--- config.mk ---
export PLATFORM = sky130hd
export DESIGN_NAME = sfu_pe_scheduler
export DESIGN_NICKNAME = d
export VERILOG_FILES = /design/src/rtl/sfu_sched_pkg.sv /design/src/rtl/sfu_rr_arbiter.sv /design/src/rtl/sfu_pe_scheduler.sv
export SDC_FILE = /design/constraint.sdc
export NUM_CORES = 1
export LEC_CHECK = 0
export ABC_AREA = 0
export CORE_AREA = 2 2 160 162
export DETAILED_ROUTE_END_ITERATION = 10
export DIE_AREA = 0 0 162 164
export PLACE_DENSITY = 0.57
export SYNTH_ARGS = -nofsm -noshare
export SYNTH_HDL_FRONTEND = slang
export SYNTH_SLANG_ARGS = --single-unit
export TNS_END_PERCENT = 5
--- constraint.sdc ---
create_clock -name clk -period 4.4 [get_ports clk]
set_clock_uncertainty 0.15 [all_clocks]
set_input_delay 0.66 -clock clk [delete_from_list [all_inputs] [get_ports clk]]
set_output_delay 0.66 -clock clk [all_outputs]
set_load 0.005 [all_outputs]
--- src/rtl/sfu_sched_pkg.sv ---
// Shared types and sizing helpers for the SFU processing-element scheduler.
package sfu_sched_pkg;

   // Issue-side sequencing around fence ops.
   typedef enum logic [1:0] {
      StRun,
      StDrain,
      StFenceWait
   } sched_state_e;

   localparam int unsigned DefaultPeCount    = 3;
   localparam int unsigned DefaultMaxInflight = 4;

   // Index width for n items; at least one bit so a single PE still has a select.
   function automatic int unsigned sel_bits(int unsigned n);
      return (n > 1) ? $clog2(n) : 1;
   endfunction

   // Width of a counter that must reach max_inflight inclusive.
   function automatic int unsigned cnt_bits(int unsigned max_inflight);
      return (max_inflight > 0) ? $clog2(max_inflight + 1) : 1;
   endfunction

   // Width of the sum of all per-PE counters.
   function automatic int unsigned total_bits(int unsigned n, int unsigned max_inflight);
      return $clog2(n * max_inflight + 1);
   endfunction

endpackage

--- src/rtl/sfu_rr_arbiter.sv ---
// Round-robin arbiter: one-hot grant plus index; the priority pointer only moves when the
// granted request is actually accepted downstream.
module sfu_rr_arbiter
   import sfu_sched_pkg::*;
#(
   parameter int unsigned N = DefaultPeCount,
   localparam int unsigned IDX_W = sel_bits(N)
) (
   input  logic             clk,
   input  logic             rst_n,
   input  logic [N-1:0]     req,
   input  logic             accept,
   output logic [N-1:0]     grant,
   output logic [IDX_W-1:0] idx,
   output logic             valid
);

   logic [IDX_W-1:0] ptr_q;

   function automatic logic [IDX_W-1:0] wrap(int unsigned v);
      return IDX_W'(v % N);
   endfunction

   // Scan upwards from the pointer, wrapping, and pick the first active requester.
   always_comb begin
      grant = '0;
      idx   = '0;
      valid = 1'b0;
      for (int unsigned off = 0; off < N; off++) begin
         if (!valid && req[wrap(32'(ptr_q) + off)]) begin
            valid = 1'b1;
            idx   = wrap(32'(ptr_q) + off);
         end
      end
      if (valid) begin
         grant[idx] = 1'b1;
      end
   end

   // Winner drops to lowest priority once its request has been taken.
   always_ff @(posedge clk or negedge rst_n) begin
      if (!rst_n) begin
         ptr_q <= '0;
      end else if (accept && valid) begin
         ptr_q <= wrap(32'(idx) + 1);
      end
   end

endmodule

--- src/rtl/sfu_pe_scheduler.sv ---
// Steers SFU requests to processing elements under per-PE credit limits, serialises fence
// ops against everything else in flight, and merges PE results into one registered stream.
module sfu_pe_scheduler
   import sfu_sched_pkg::*;
#(
   parameter int unsigned PE_COUNT     = DefaultPeCount,
   parameter int unsigned REQ_WIDTH    = 64,
   parameter int unsigned RSP_WIDTH    = 64,
   parameter int unsigned MAX_INFLIGHT = DefaultMaxInflight,
   localparam int unsigned PE_SEL_BITS = sel_bits(PE_COUNT)
) (
   input  logic                          clk,
   input  logic                          reset,
   input  logic                          req_valid,
   input  logic [PE_SEL_BITS-1:0]        req_pe_sel,
   input  logic                          req_fence,
   input  logic [REQ_WIDTH-1:0]          req_data,
   output logic                          req_ready,
   output logic [PE_COUNT-1:0]           pe_req_valid,
   output logic [REQ_WIDTH-1:0]          pe_req_data,
   input  logic [PE_COUNT-1:0]           pe_req_ready,
   input  logic [PE_COUNT-1:0]           pe_rsp_valid,
   input  logic [PE_COUNT*RSP_WIDTH-1:0] pe_rsp_data,
   output logic [PE_COUNT-1:0]           pe_rsp_ready,
   output logic                          rsp_valid,
   output logic [RSP_WIDTH-1:0]          rsp_data,
   output logic [PE_SEL_BITS-1:0]        rsp_pe,
   input  logic                          rsp_ready,
   output logic                          busy
);

   localparam int unsigned CNT_W = cnt_bits(MAX_INFLIGHT);
   localparam int unsigned TOT_W = total_bits(PE_COUNT, MAX_INFLIGHT);
   localparam logic [CNT_W-1:0] CNT_MAX = CNT_W'(MAX_INFLIGHT);

   logic                   run_q;
   sched_state_e           state_q;
   logic [CNT_W-1:0]       cnt_q [PE_COUNT];
   logic [TOT_W-1:0]       total;
   logic                   sel_ok;
   logic                   cnt_full;
   logic                   fsm_ok;
   logic                   can_issue;
   logic [PE_COUNT-1:0]    issue_vec;
   logic [PE_COUNT-1:0]    retire_vec;
   logic [PE_COUNT-1:0]    dec_vec;
   logic [PE_COUNT-1:0]    nz_vec;
   logic [PE_COUNT-1:0]    grant;
   logic [PE_SEL_BITS-1:0] win_idx;
   logic                   win_valid;
   logic                   out_accept;
   logic                   rsp_valid_q;
   logic [RSP_WIDTH-1:0]   rsp_data_q;
   logic [PE_SEL_BITS-1:0] rsp_pe_q;

   // Held low through reset and for the first edge after release so handshakes start cleanly.
   always_ff @(posedge clk or negedge reset) begin
      if (!reset) begin
         run_q <= 1'b0;
      end else begin
         run_q <= 1'b1;
      end
   end

   // Total outstanding ops and per-PE nonzero flags from the registered counters.
   always_comb begin
      total  = '0;
      nz_vec = '0;
      for (int unsigned i = 0; i < PE_COUNT; i++) begin
         total     = total + TOT_W'(cnt_q[i]);
         nz_vec[i] = (cnt_q[i] != '0);
      end
   end

   // Credit check on the selected PE; an out-of-range select is treated as full.
   always_comb begin
      sel_ok   = (32'(req_pe_sel) < PE_COUNT);
      cnt_full = 1'b1;
      if (sel_ok) begin
         cnt_full = (cnt_q[req_pe_sel] == CNT_MAX);
      end
   end

   // Fence ordering: fences wait for an empty SFU, and nothing passes an unretired fence.
   always_comb begin
      fsm_ok = 1'b0;
      unique case (state_q)
         StRun:       fsm_ok = !req_fence || (total == '0);
         StDrain:     fsm_ok = (total == '0);
         StFenceWait: fsm_ok = 1'b0;
         default:     fsm_ok = 1'b0;
      endcase
   end

   // Zero-latency combinational issue path.
   always_comb begin
      can_issue    = run_q && req_valid && sel_ok && !cnt_full && fsm_ok;
      pe_req_valid = '0;
      req_ready    = 1'b0;
      if (can_issue) begin
         pe_req_valid[req_pe_sel] = 1'b1;
         req_ready                = pe_req_ready[req_pe_sel];
      end
   end

   assign pe_req_data = req_data;
   assign issue_vec   = pe_req_valid & pe_req_ready;

   // Result merge: take a new result whenever the output register is empty or draining.
   assign out_accept   = run_q && (!rsp_valid_q || rsp_ready);
   assign pe_rsp_ready = grant & {PE_COUNT{out_accept}};
   assign retire_vec   = pe_rsp_valid & pe_rsp_ready;
   // A stray result from an idle PE must not wrap its counter.
   assign dec_vec      = retire_vec & nz_vec;

   sfu_rr_arbiter #(
      .N (PE_COUNT)
   ) u_rsp_arb (
      .clk    (clk),
      .rst_n  (reset),
      .req    (pe_rsp_valid & {PE_COUNT{run_q}}),
      .accept (out_accept),
      .grant  (grant),
      .idx    (win_idx),
      .valid  (win_valid)
   );

   // Per-PE credit counters; simultaneous issue and retire cancel out.
   always_ff @(posedge clk or negedge reset) begin
      if (!reset) begin
         for (int unsigned i = 0; i < PE_COUNT; i++) begin
            cnt_q[i] <= '0;
         end
      end else begin
         for (int unsigned i = 0; i < PE_COUNT; i++) begin
            if (issue_vec[i] && !dec_vec[i]) begin
               cnt_q[i] <= cnt_q[i] + 1'b1;
            end else if (!issue_vec[i] && dec_vec[i]) begin
               cnt_q[i] <= cnt_q[i] - 1'b1;
            end
         end
      end
   end

   // Fence sequencing state machine.
   always_ff @(posedge clk or negedge reset) begin
      if (!reset) begin
         state_q <= StRun;
      end else begin
         unique case (state_q)
            StRun: begin
               if (run_q && req_valid && req_fence && sel_ok) begin
                  if (total != '0) begin
                     state_q <= StDrain;
                  end else if (req_ready) begin
                     state_q <= StFenceWait;
                  end
               end
            end
            StDrain: begin
               if (req_ready) begin
                  state_q <= StFenceWait;
               end
            end
            StFenceWait: begin
               // Only the fence is outstanding here, so its retire empties the SFU.
               if ((total == TOT_W'(1)) && (|retire_vec)) begin
                  state_q <= StRun;
               end
            end
            default: state_q <= StRun;
         endcase
      end
   end

   // One-entry output buffer; holds while the consumer stalls.
   always_ff @(posedge clk or negedge reset) begin
      if (!reset) begin
         rsp_valid_q <= 1'b0;
         rsp_data_q  <= '0;
         rsp_pe_q    <= '0;
      end else if (win_valid && out_accept) begin
         rsp_valid_q <= 1'b1;
         rsp_data_q  <= pe_rsp_data[32'(win_idx) * RSP_WIDTH +: RSP_WIDTH];
         rsp_pe_q    <= win_idx;
      end else if (rsp_ready) begin
         rsp_valid_q <= 1'b0;
      end
   end

   assign rsp_valid = rsp_valid_q;
   assign rsp_data  = rsp_data_q;
   assign rsp_pe    = rsp_pe_q;
   assign busy      = (total != '0) || (state_q != StRun);

   // A stalled request must keep its payload.
   a_req_stable: assert property (@(posedge clk) disable iff (!reset)
      (req_valid && !req_ready) |=> $stable(req_data));

   // Results may only come from PEs that have work outstanding.
   a_no_underflow: assert property (@(posedge clk) disable iff (!reset)
      (retire_vec & ~nz_vec) == '0);

   a_sel_range: assert property (@(posedge clk) disable iff (!reset)
      req_valid |-> sel_ok);

endmodule
==> results.json <==
{
  "dpl.hpwl_um": 12600,
  "numCtsBuffers": 9,
  "routed_wl_um": 17000,
  "rows": 58,
  "ys.flop_type": "dfrtp_1",
  "pin_count": 408,
  "cp.arrival_ns": 3.43,
  "placed_cell_area_mm2": 0.00794,
  "fillers": 2577,
  "tightest_slew_ns": 0.730,
  "drt_iter0_drc": 173,
  "worstPathRequired_ns": 3.59,
  "power_frac_comb": 0.529,
  "fmax_mhz": 236,
  "die_h_um": 164,
  "vias_per_cell": 4.34,
  "die_w_um": 162,
  "r2r_setup_slack_ns": 0.40,
  "ir_drop_mv": 0.197,
  "path_buf_inv": 1,
  "n_antenna_cell": 0,
  "p_per_area_mw_per_mm2": 547,
  "crit_path_cell_trace": "fa_1 > ha_2 > fa_2 > xor2_2 > nor4_4 > nor2_1 > or3_4 > nor2_2 > clkdlybuf4s50_1",
  "startpoint_type": "register",
  "cpMaxStageDelayCell": "clkdlybuf4s50_1",
  "avgSynthCellArea_um2": 9.44,
  "outcome": "finished clean",
  "gr-total-overflow": 0,
  "ys_ff_latch": 81,
  "syn_inst": 569,
  "routed-via-count": 4796,
  "wire_per_inst_um": 15.4,
  "fin_crit_sh": 0.964,
  "synth-async-reset-ratio": 1.00,
  "antenna_found_initial": 0,
  "cp_max_fo": 5,
  "layout_setup_ws_ns": 0.158,
  "hold_buffers": 0,
  "synth_area_mm2": 0.00537,
  "areaGrowthSynthToFinish_pct": 55.2,
  "fin_cells": 1106,
  "die_area_mm2": 0.0266,
  "post-route-min-period_ns": 4.24,
  "cts_root_buffer": "clkbuf_16",
  "leakagePower_nw": 3.89,
  "h-tree-depth": 3,
  "place_ws_ns": 0.197,
  "clkTransAtPathRegs_ns": 0.07,
  "numClockSinks": 81,
  "final_cell_area_mm2": 0.00833,
  "seqCellArea_mm2": 0.00203,
  "maxCapViolations": 0,
  "drive_gt1_frac": 0.0657,
  "netSwitchingPower_w": 0.00165,
  "gp_congestion": 0.764,
  "start_util": 0.216,
  "crit_type": "reg -> out",
  "slowest_delay_ns": 0.52,
  "drc": 0,
  "first_global_vias": 4879,
  "maxSlewHeadroom": 0.513,
  "drt_first_pass_iters": 4,
  "swShare": 0.361,
  "setup_violations": 0,
  "clockBufferDepth": 2,
  "grt_max_degree": 55,
  "synth_edf_count": 0,
  "hold_viol": 0,
  "nets": 1057,
  "grt_pass1_wl_um": 26000,
  "intPower_w": 0.00292,
  "core_mm2": 0.0248,
  "port_buffers": 279,
  "multi_input_area_mm2": 0.00241,
  "globalRouteTotalUtil": 0.125,
  "synthDistinctLibCells": 46,
  "power_frac_seq": 0.298,
  "syn_nets": 855,
  "dp_cells": 1086,
  "slew_viol_final": 0,
  "clk_latency_ns": 0.34,
  "endpoint_kind": "primary output",
  "path_delay_family": "adder cells",
  "cts_tree": "built",
  "seq_area_frac_synth": 0.377,
  "fin_setup_tns_ns": 0,
  "synth_warnings": 0,
  "hold_path_class": "in -> async",
  "p_clk_frac": 0.173,
  "drtAntennaViolNets": 0
}
## cells in the final DEF, fill, tap and decap left out, types with 2 or more instances in the layout
cell type / n
ha_1: 9
a21oi_1: 4
nor2_1: 13
nor3_1: 3
clkbuf_16: 9
and3_1: 2
dfrtp_1: 76
o221ai_1: 64
mux2_2: 3
buf_4: 12
o22ai_1: 2
nand3b_1: 2
o21ai_0: 3
and2_1: 6
fa_1: 6
xnor2_1: 3
clkinv_4: 2
xor2_1: 6
mux2i_1: 65
nand2_2: 2
clkdlybuf4s50_1: 277
a31oi_1: 3
nand2b_1: 4
or3_1: 3
inv_1: 74
dfrtp_2: 5
a311oi_1: 2
nand2_1: 83
nor3_2: 3
## per-layer routing
metal / GRT usage / up-vias / wire [µm]
met5: 0 / - / 0
met3: 0.0477 / 29 / 1660
met2: 0.212 / 208 / 8060
met1: 0.146 / 2268 / 6920
li1: - / 2291 / -
met4: 0.0442 / 0 / 375
## worst paths after layout
kind / start / endpoint / depth (start not counted)
max in group asynchronous: reset / rsp_data[45] / 2
min in group clk: rsp_pe[1] / rsp_pe[1] / 2
worst max register to register: cnt_q[4] / cnt_q[8] / 15
worst min register to register: rsp_pe[1] / rsp_pe[1] / 2
worst max-delay path: cnt_q[4] / req_ready / 9
worst min-delay path: reset / rsp_data[12] / 1
## synthesized netlist by cell type (4+ instances only)
| library cell | count | share of area |
|---|---|---|
| ha_1 | 10 | 0.023 |
| nor3_1 | 5 | 0.0047 |
| o221ai_1 | 64 | 0.10 |
| dfrtp_1 | 81 | 0.38 |
| inv_1 | 74 | 0.052 |
| mux2i_1 | 65 | 0.12 |
| or3_1 | 4 | 0.0047 |
| fa_1 | 7 | 0.026 |
| and2_1 | 6 | 0.0070 |
| buf_4 | 71 | 0.099 |
| nand2b_1 | 4 | 0.0047 |
| a21oi_1 | 4 | 0.0037 |
| buf_2 | 15 | 0.014 |
| nand2_1 | 84 | 0.059 |
| xor2_1 | 7 | 0.011 |
| clkbuf_1 | 9 | 0.0063 |
| nor2_1 | 15 | 0.010 |
| buf_8 | 4 | 0.011 |
## worst register-to-register path, delay by kind of cell (launching register included)
kind	cells	cell delay, ns
AND/OR/NAND/NOR	6	1.17
buffers and inverters	1	0.06
flip-flops	1	0.45
adder cells (fa/ha/maj)	5	1.57
XOR/XNOR	3	0.53
## power groups by stage
stage                     Clock [W]  Combinational (W)  Sequential [W]
after floorplan                   0            0.00125         0.00135
after global placement            0            0.00230         0.00136
after detailed placement          0            0.00233         0.00137
after CTS                  0.000828            0.00242         0.00136
after global routing       0.000863            0.00268         0.00141
final                      0.000789            0.00241         0.00136
## cells by family after synthesis
group / share of synthesized area
buffers and inverters: 0.185
AND/OR/NAND/NOR: 0.107
AO/OA/AOI/OAI: 0.135
flip-flops: 0.377
multiplexers: 0.127
adder cells (fa/ha/maj): 0.0515
XOR/XNOR: 0.0163
other: 0.000698
## timing repair
item | CTS | global route
endpoints found under the hold margin | 0 | 0
endpoints found under the setup margin | 4 | 5
resized for setup | 6 | 10
buffers inserted | 2 | 2
pin swaps | 2 | 3
## state kept, by name (all words and copies together), names as in the netlist
name,flops
u_rsp_arb.ptr_q,2
rsp_data,64
rsp_valid,1
state_q,2
run_q,1
cnt_q,9
rsp_pe,2
## area by class of cell
class	count	share of cell area
repair buffers	291	0.347
inverters	74	0.0333
well taps	330	0.0495
flip-flops and latches	81	0.244
clock buffers	11	0.0291
clock inverters	5	0.00766
multi-input cells	314	0.289
## through the flow
stage	power (W)	hold slack (ns)	utilization
floorplan	0.00260	0.214	-
global placement	0.00366	0.310	0.320
detailed placement	0.00370	0.324	0.320
CTS	0.00461	0.259	0.334
global route	0.00495	0.291	0.336
finish	0.00456	0.217	0.336
Note: power is estimated with default switching activity, not from simulation.
